===== config.mk =====
export PLATFORM = sky130hd
export DESIGN_NAME = if_fetch_queue
export DESIGN_NICKNAME = d
export VERILOG_FILES = /design/src/rtl/if_fetch_queue.sv
export SDC_FILE = /design/constraint.sdc
export NUM_CORES = 1
export LEC_CHECK = 0
export ABC_AREA = 1
export CORE_MARGIN = 1
export CORE_UTILIZATION = 34
export DETAILED_ROUTE_END_ITERATION = 10
export SLEW_MARGIN = 15
export SYNTH_ARGS = -nofsm -noshare
export SYNTH_HDL_FRONTEND = slang
export SYNTH_SLANG_ARGS = --single-unit

===== constraint.sdc =====
create_clock -name clk -period 5.25 [get_ports clk]
set_clock_uncertainty 0.15 [all_clocks]
set_input_delay 1.05 -clock clk [delete_from_list [all_inputs] [get_ports clk]]
set_output_delay 1.05 -clock clk [all_outputs]
set_load 0.1 [all_outputs]

===== src/rtl/if_fetch_queue.sv =====
`default_nettype none
// ============================================================================
//  Module   : if_fetch_queue
//  Brief    : Fetch buffer after the PC register. Issues I-mem requests,
//             queues returned words and hands them to decode, drops flushed work.
//  Revision : 1.0
// ============================================================================
module if_fetch_queue #(
    parameter int unsigned DEPTH    = 2,
    parameter logic [31:0] RESET_PC = 32'h0000_3000
) (
    input  logic        clk,
    input  logic        reset,
    input  logic [31:0] pc_i,
    output logic        pc_we_o,
    output logic        im_req_o,
    output logic [31:0] im_addr_o,
    input  logic        im_ack_i,
    input  logic [31:0] im_rdata_i,
    input  logic        flush_i,
    output logic        dec_valid_o,
    input  logic        dec_ready_i,
    output logic [31:0] dec_instr_o,
    output logic [31:0] dec_pc_o,
    output logic        dec_exc_o
);

    localparam int unsigned AW      = (DEPTH > 1) ? $clog2(DEPTH) : 1;
    localparam logic [AW:0] c_depth = (AW+1)'(DEPTH);

    typedef enum logic [1:0] {
        ST_IDLE = 2'd0,
        ST_WAIT = 2'd1,
        ST_DROP = 2'd2
    } state_t;

    state_t      r_state;
    state_t      w_state_nxt;
    logic [31:0] r_req_pc;
    logic [AW-1:0] r_wptr;
    logic [AW-1:0] r_rptr;
    logic [AW:0]   r_count;

    logic [31:0] r_instr_mem [DEPTH];
    logic [31:0] r_pc_mem    [DEPTH];
    logic        r_exc_mem   [DEPTH];

    logic        w_outstanding;
    logic [AW:0] w_used;
    logic        w_space;
    logic        w_idle_go;
    logic        w_aligned;
    logic        w_issue;
    logic        w_mis;
    logic        w_ack_push;
    logic        w_push;
    logic        w_pop;
    logic        w_valid;

    // An outstanding request reserves a slot, so its ack always finds room.
    assign w_outstanding = (r_state != ST_IDLE);
    assign w_used        = r_count + {{AW{1'b0}}, w_outstanding};
    assign w_space       = (w_used < c_depth);
    assign w_aligned     = (pc_i[1:0] == 2'b00);
    assign w_idle_go     = !reset && (r_state == ST_IDLE) && !flush_i && w_space;
    assign w_issue       = w_idle_go && w_aligned;
    assign w_mis         = w_idle_go && !w_aligned;
    assign w_ack_push    = !reset && (r_state == ST_WAIT) && im_ack_i && !flush_i;
    assign w_push        = w_mis || w_ack_push;
    assign w_valid       = !reset && (r_count != '0);
    assign w_pop         = w_valid && dec_ready_i && !flush_i;

    assign pc_we_o     = !reset && (flush_i || w_issue || w_mis);
    assign im_req_o    = w_issue;
    assign im_addr_o   = w_issue ? pc_i : 32'h0;
    assign dec_valid_o = w_valid;
    assign dec_instr_o = w_valid ? r_instr_mem[r_rptr] : 32'h0;
    assign dec_pc_o    = w_valid ? r_pc_mem[r_rptr] : RESET_PC;
    assign dec_exc_o   = w_valid && r_exc_mem[r_rptr];

    always_comb begin
        w_state_nxt = r_state;
        case (r_state)
            ST_IDLE: if (w_issue) w_state_nxt = ST_WAIT;
            ST_WAIT: begin
                if (im_ack_i)     w_state_nxt = ST_IDLE;
                else if (flush_i) w_state_nxt = ST_DROP;
            end
            ST_DROP: if (im_ack_i) w_state_nxt = ST_IDLE;
            default: w_state_nxt = ST_IDLE;
        endcase
    end

    always_ff @(posedge clk) begin
        if (reset) begin
            r_state  <= ST_IDLE;
            r_req_pc <= 32'h0;
            r_wptr   <= '0;
            r_rptr   <= '0;
            r_count  <= '0;
        end else begin
            r_state <= w_state_nxt;
            if (w_issue) r_req_pc <= pc_i;
            if (flush_i) begin
                r_wptr  <= '0;
                r_rptr  <= '0;
                r_count <= '0;
            end else begin
                if (w_push) r_wptr <= r_wptr + 1'b1;
                if (w_pop)  r_rptr <= r_rptr + 1'b1;
                case ({w_push, w_pop})
                    2'b10:   r_count <= r_count + 1'b1;
                    2'b01:   r_count <= r_count - 1'b1;
                    default: r_count <= r_count;
                endcase
            end
        end
    end

    // Storage needs no reset: entries are only read while counted valid.
    always_ff @(posedge clk) begin
        if (w_push) begin
            r_instr_mem[r_wptr] <= w_mis ? 32'h0 : im_rdata_i;
            r_pc_mem[r_wptr]    <= w_mis ? pc_i : r_req_pc;
            r_exc_mem[r_wptr]   <= w_mis;
        end
    end

endmodule
`default_nettype wire


### After elaboration in Yosys (flattened, before gate mapping)

Memories as Yosys holds them, arrays and structs flattened. A register that Yosys moved wholly into a read port is not among the register bits.
Cells that the tools add are included.

| storage, ports and cells | value |
|---|---|
| bits in registers | 38 |
| bits in writable memories | 130 |
| bits of input ports | 69 |
| output and inout port bits | 100 |
| logic and storage cells | 66 |
| memories | 3 |

Memory list:

| memory | depth | width | rd ports | clocked after Yosys merged registers in | write ports | RTL line | text |
|---|---|---|---|---|---|---|---|
| r_instr_mem | 2 | 32 | 1 | 1 | 1 | 44 | `logic [31:0] r_instr_mem [DEPTH];` |
| r_pc_mem | 2 | 32 | 1 | 1 | 1 | 45 | `logic [31:0] r_pc_mem [DEPTH];` |
| r_exc_mem | 2 | 1 | 1 | 1 | 1 | 46 | `logic r_exc_mem [DEPTH];` |

| cells by class | value |
|---|---|
| add/subtract/negate cells | 5 |
| magnitude comparators | 1 |
| equality and inequality tests | 7 |
| muxes and demuxes | 19 |
| reductions and logical operators | 26 |

Operator list:

| kind | number |
|---|---|
| 32-bit two-way mux | 5 |
| 1-bit logical AND | 13 |
| 1-bit two-way mux | 8 |
| 2-bit two-way mux | 4 |
| 2-bit case mux with 3 select lines | 1 |
| 2-bit nonzero test | 3 |
| 2-bit by 1-bit equality test with 1-bit output (second input constant) | 2 |
| 2-bit equality test (second input constant) | 2 |
| 2-bit logical NOT | 2 |
| 2-bit != test (second input constant) | 2 |
| 2-bit case mux with 2 select lines | 1 |
| 1-bit logical NOT | 3 |
| 1-bit logical OR | 3 |
| 3-bit != test (second input constant) | 1 |
| 3-bit AND reduction | 1 |
| 1-bit adder (second input constant) | 2 |
| 2-bit by 1-bit adder with 2-bit output | 1 |
| 2-bit by 1-bit adder with 2-bit output (second input constant) | 1 |
| 2-bit < comparator (second input constant) | 1 |
| 2-bit OR reduction | 1 |
| 2-bit by 1-bit subtractor with 2-bit output (second input constant) | 1 |

### Depth between registers and ports, before layout

Gate-level depths: netlist of run 1.

| depth | value |
|---|---|
| depth in word-level cells | 8 |
| depth in mapped cells | 12 |
| mapped depth without buffers | 11 |

### Worst setup path before layout of run 1

Ideal clock, no wire load.

| timing path | value |
|---|---|
| path kind | input port to flip-flop |
| start | input pc_i[0] |
| end | memory r_exc_mem[0], enable pin |
| library setup time | 0.509 ns |
| arrival time | 4.781 ns |
| setup slack | -0.190 ns |
| stages on the path | 5 |
| buffers on the path | 1 |
| cells stage by stage | nor2_1 > inv_1 > nand4_4 > buf_2 > a21oi_1 |

| between the ends | value |
|---|---|
| word-level cells in the longest chain between the ends | 6 |

Ends and longest elaborated chain:

| item | RTL line | text |
|---|---|---|
| start, declared | 14 | `input logic [31:0] pc_i,` |
| 2-bit logical NOT | 64 | `assign w_aligned = (pc_i[1:0] == 2'b00);` |
| 1-bit logical NOT | 67 | `assign w_mis = w_idle_go && !w_aligned;` |
| 1-bit logical AND | 67 |  |
| 1-bit logical OR | 69 | `assign w_push = w_mis \|\| w_ack_push;` |
| 1-bit two-way mux | 122 | `if (w_push) begin` |
| 1-bit two-way mux (implied by the code) | 125 | `r_exc_mem[r_wptr] <= w_mis;` |
| end, declared | 46 |  |

Every way passes these cells.

### Worst setup path after layout of run 1

| timing path | value |
|---|---|
| start | input flush_i |
| end | output im_addr_o[4] |

| between the ends | value |
|---|---|
| word-level cells in the longest chain between the ends | 5 |

Ends and longest elaborated chain:

| item | RTL line | text |
|---|---|---|
| start, declared | 20 | `input logic flush_i,` |
| 1-bit logical NOT | 65 | `assign w_idle_go = !reset && (r_state == ST_IDLE) && !flush_i && w_space;` |
| 1-bit logical AND (2 in a row) | 65 |  |
| 1-bit logical AND | 66 | `assign w_issue = w_idle_go && w_aligned;` |
| 32-bit two-way mux | 75 | `assign im_addr_o = w_issue ? pc_i : 32'h0;` |
| end, declared | 17 | `output logic [31:0] im_addr_o,` |

Every way passes these cells.

==> results.cfg, run 1 <==
[status]
outcome = completed

[sta]
fin_crit_ns = 4.12
rsz0062_at_grt = false
setup_viol_count_final = 0
setup_tns_ns = 0
hold_violations = 0
timing.final.max_slew_violations = 0
min_period_over_period = 0.784
slew_headroom = 0.346
tightest_slew_ns = 0.980
layout_setup_ws_ns = 1.13
fmax_ghz = 0.243
worst_hold_slack_ns = 0.300

[final_layout]
final_common_cell = nand2_1
drive_gt1_frac = 0.234
final_cell_mix = nand2_1, inv_1, edfxtp_1
fin_util = 0.448
syn_to_final_growth_pct = 29.9
antenna_cells = 0
fillers = 2124
final_nets = 957
final_area_sq_mm = 0.00975
final-instance-count-excl-fill = 1180

[die]
die_x_um = 151
design.die.area_sq_mm = 0.0227
io-pin-count = 169
rows = 54
start_util = 0.345
dieHeight_um = 151
coreArea_sq_mm = 0.0218

[critical_path]
cp_common_cell = nor2_8
cp-end-kind = output port
crit_path_start_kind = input pin
cp_max_fo = 33
crit_chain = clkdlybuf4s50_1 > nor2_8 > nand3_4 > nor2_8 > nand2_1 > inv_1 > buf_4
crit_path_max_incr_delay_ns = 0.54
worst-setup-path-type = input pin to output port
crit_required_ns = 4.05
cp_slowest_cell = clkdlybuf4s50_1
crit_arrival_ns = 2.92

[clocking]
clkSinkCount = 169
clk_pin_slew_ns = 0.06
post_cts_resized = 0
cts-hold-fix-buffers = 0
h-tree-depth = 4
root_buffer = clkbuf_16
clk_latency_ns = 0.42
cts-buffers-inserted = 17
max-clock-path-buffers = 2
cts_setup_buffers = 0
cts_tree = built

[synthesis]
synth_area_per_cell_sq_um = 10.3
synth.cell_area_sq_mm = 0.00751
synth.top_cell.area_share = 0.520
synth_area_leader_cell = edfxtp_1
synth.top_cells.by_area = edfxtp_1, nand2_1, dfxtp_1
synth_cell_types = 27
synth_warnings = 0
ys_ff_latch = 169
netlist_instances = 729
synth_seq_area_share = 0.624

[power]
clockPowerShare = 0.412
p_int_mw = 2.29
powerDensity_mw_per_mm2 = 311
netSwitchingPower_mw = 0.742
vdd_drop_max_v = 0.000207
swShare = 0.245
power_frac_seq = 0.491
power_frac_comb = 0.097
p_leak_nw = 4.50
total_power_mw = 3.03

[global_routing]
grt_max_degree = 68
grt_pass1_wl_mm = 25.0
first_global_vias = 4915
overflow = 0
grt_util_all_layers = 0.147
grt_antenna_before_repair = 1

[route]
drtIter0Drc = 203
num_vias = 5143
wirelength_mm = 16.1
ant_nets = 0
drc_errors = 0
drt-pass1-iter-count = 4
avgRoutedWirePerCell_um = 13.6
vias_per_cell = 4.36

[place]
gp_congestion = 0.744
io_buffer_count = 166
dp.cells = 1148
place_area_sq_mm = 0.00916
dp_hpwl_mm = 9.93
preCtsSetupSlack_ns = 1.11

[run]
drv_cap = 0

[min_path]
min_path_type = flip-flop to flip-flop
area by class of cell:
class                      instances  area (sq um)  share of cell area
tap                              280           350              0.0359
clock inverter                    15           165              0.0169
clock buffer                      17           425              0.0436
sequential                       169          4690               0.481
inverter                         141           529              0.0543
timing repair buffer             174          1480               0.152
multi-input combinational        384          2110               0.217
metal layers:
metal	track usage	up-vias	wire [um]
li1	-	2623	-
met1	0.184	2385	7450
met2	0.244	125	7560
met3	0.0439	10	939
met4	0.0405	0	121
met5	0	-	0
logic make-up after synthesis:
family | share of synthesized area
DFF | 0.624
adders and majority gates | 0.00167
buffers and inverters | 0.0995
muxes | 0.0945
AOI/OAI and AO/OA | 0.0343
other | 0.000499
and+or+nand+nor | 0.146
power by group through the flow:
| stage | sequential [mW] | clock, mW | combinational (mW) |
|---|---|---|---|
| after global placement | 1.52 | 0 | 0.296 |
| final | 1.49 | 1.25 | 0.293 |
| after CTS | 1.49 | 1.28 | 0.298 |
| after global routing | 1.49 | 1.34 | 0.317 |
| after floorplan | 1.52 | 0 | 0.196 |
| after detailed placement | 1.52 | 0 | 0.297 |
registers in the layout (all words and copies together) (netlist names), named ones only:
| signal | flops |
|---|---|
| r_count | 2 |
| r_exc_mem | 2 |
| r_instr_mem | 64 |
| r_pc_mem | 64 |
| r_req_pc | 32 |
| r_rptr | 1 |
| r_state | 2 |
| r_wptr | 1 |
critical path: cells and delay by family:
kind,cells,cell delay (ns)
buf+inv,3,0.93
simple gates,4,0.92
synthesized netlist by cell type (all sizes together):
| master | number |
|---|---|
| a21oi | 40 |
| buf | 35 |
| dfxtp | 39 |
| nand3 | 5 |
| o211ai | 2 |
| o22ai | 2 |
| nand4 | 3 |
| ha | 1 |
| edfxtp | 130 |
| a31oi | 1 |
| inv | 141 |
| conb | 1 |
| o21ai | 4 |
| mux2 | 63 |
| nand2 | 218 |
| nor2 | 40 |
| nor3 | 3 |
| clkbuf | 1 |
worst paths after layout:
| kind | slack, ns | cells after the start | endpoint | from |
|---|---|---|---|---|
| max | 1.13 | 7 | im_addr_o[4] | flush_i |
| min | 0.30 | 2 | r_req_pc[0] | r_req_pc[0] |
| max reg2reg | 2.68 | 6 | r_pc_mem[1][6] | r_count[1] |
| min reg2reg | 0.30 | 2 | r_req_pc[0] | r_req_pc[0] |
No activity file was read; power rests on OpenSTA's default activity.
==> run 2, diff against run 1 <==
==> constraint.sdc (replaced) <==
create_clock -name clk -period 3.71 [get_ports clk]
set_clock_uncertainty 0.15 [all_clocks]
set_input_delay 0.742 -clock clk [delete_from_list [all_inputs] [get_ports clk]]
set_output_delay 0.742 -clock clk [all_outputs]
set_load 0.1 [all_outputs]
==> results.cfg, run 2 (same netlist as run 1, synthesis figures left out) <==
[run]
drv_cap = 0

[place]
place_area_sq_mm = 0.0105
dp_hpwl_mm = 11.4
io_buffer_count = 166
gp_congestion = 0.736

[clocking]
max-clock-path-buffers = 2
clkSinkCount = 169
cts_tree = built
cts-hold-fix-buffers = 0
h-tree-depth = 4
clk_pin_slew_ns = 0.07
cts-buffers-inserted = 17
root_buffer = clkbuf_16
cts_setup_buffers = 0
post_cts_resized = 0
clk_latency_ns = 0.42

[critical_path]
crit_path_max_incr_delay_ns = 0.54
cp-end-kind = output port
cp_slowest_cell = clkdlybuf4s50_1
crit_path_start_kind = input pin
crit_arrival_ns = 2.50
crit_chain = clkdlybuf4s50_1 > nor2_8 > nand3_4 > nor2_8 > buf_12 > nand2_1 > inv_1 > buf_12
crit_required_ns = 2.82
reg2reg_depth = 5
worst-setup-path-type = input pin to output port
cp_max_fo = 20

[global_routing]
overflow = 0
grt_pass1_wl_mm = 27.0
grt_util_all_layers = 0.159
grt_antenna_before_repair = 0
first_global_vias = 5290
grt_max_degree = 54

[status]
outcome = completed

[sta]
min_period_over_period = 0.915
setup_viol_count_final = 0
worst_hold_slack_ns = 0.315
timing.final.max_slew_violations = 0
slew_headroom = 0.429
hold_violations = 0
rsz0062_at_grt = false
fin_crit_ns = 3.40
setup_tns_ns = 0
tightest_slew_ns = 0.854
fmax_ghz = 0.294

[route]
drc_errors = 0
wl_met1_mm = 7.47
drtIter0Drc = 190
vias_per_cell = 4.42
routed.top_layer = met4
ant_nets = 0
avgRoutedWirePerCell_um = 14.3
route.met2.wl_mm = 8.35
drt-pass1-iter-count = 4
wirelength_mm = 17.0
wl_met3_mm = 1.02
num_vias = 5241

[power]
total_power_mw = 4.38
vdd_drop_max_v = 0.000294
p_leak_nw = 4.84
powerDensity_mw_per_mm2 = 394

[final_layout]
fillers = 1926
final_cell_mix = nand2_1, inv_1, edfxtp_1
antenna_cells = 0
reg.largest.list = r_instr_mem x64, r_pc_mem x64, r_req_pc x32
final_nets = 963
final_area_sq_mm = 0.0111
multi_input_area_sq_mm = 0.00211
seqCellArea_sq_mm = 0.00469
syn_to_final_growth_pct = 47.8
drive_gt1_frac = 0.241
final_common_cell = nand2_1
fin_util = 0.510

[die]
start_util = 0.345
design.die.area_sq_mm = 0.0227
io-pin-count = 169
coreArea_sq_mm = 0.0218
dieHeight_um = 151
die_x_um = 151
rows = 54

[min_path]
hold-path-cell-count = 2
min_path_type = flip-flop to flip-flop
## run 2: changes by cell type in the layout (fill, tap and decap cells not counted)
cell | before | now
buf_12 | 1 | 104
buf_4 | 105 | 8
bufinv_16 | 2 | 1
clkinv_1 | 1 | 0
clkinv_2 | 1 | 0
clkinv_8 | 0 | 2
clkinvlp_4 | 4 | 1
inv_6 | 3 | 4
inv_8 | 2 | 5
## run 2: report_power, final
part           internal (mW)  total, mW  switching, mW
Sequential              2.09       2.10         0.0135
Combinational          0.190      0.477          0.286
Clock                  0.970       1.79          0.825
## run 2: layer usage
layer  vias up  track usage
met5         -            0
met4         0       0.0440
met3         9       0.0482
met2       134        0.274
met1      2457        0.190
li1       2641            -
## run 2: final timing paths
check               startpoint       endpoint  slack (ns)
hold / removal    r_req_pc[11]   r_req_pc[11]        0.31
setup / recovery       flush_i  im_addr_o[28]        0.31
hold reg to reg   r_req_pc[11]   r_req_pc[11]        0.31
setup reg to reg    r_count[1]   r_req_pc[28]        1.58
## run 2: critical path, delay by kind of cell
family / cells / cell delay (ns)
buf+inv: 4 / 1.03
simple gates: 4 / 0.71
## run 2: per-stage QoR
step	setup WS (ns)	cells
2_1_floorplan	0.0489	730
3_3_place_gp	0.357	1154
3_5_place_dp	0.304	1154
4_1_cts	0.303	1186
5_1_grt	0.180	1186
6_report	0.314	1186
## run 2: cell type report
type / count / area share
Inverter: 141 / 0.0477
Sequential cell: 169 / 0.422
Clock inverter: 15 / 0.0161
Tap cell: 280 / 0.0316
Timing Repair Buffer: 180 / 0.254
Clock buffer: 17 / 0.0383
Multi-Input combinational cell: 384 / 0.190
==> run 3, diff against run 2 <==
--- a/config.mk
+++ b/config.mk
@@ -9,6 +9,7 @@
 export CORE_MARGIN = 1
 export CORE_UTILIZATION = 34
 export DETAILED_ROUTE_END_ITERATION = 10
+export GPL_ROUTABILITY_DRIVEN = 0
 export SLEW_MARGIN = 15
 export SYNTH_ARGS = -nofsm -noshare
 export SYNTH_HDL_FRONTEND = slang
==> results of run 3 <==
Final layout, timing and power as in run 2 (identical DEF).
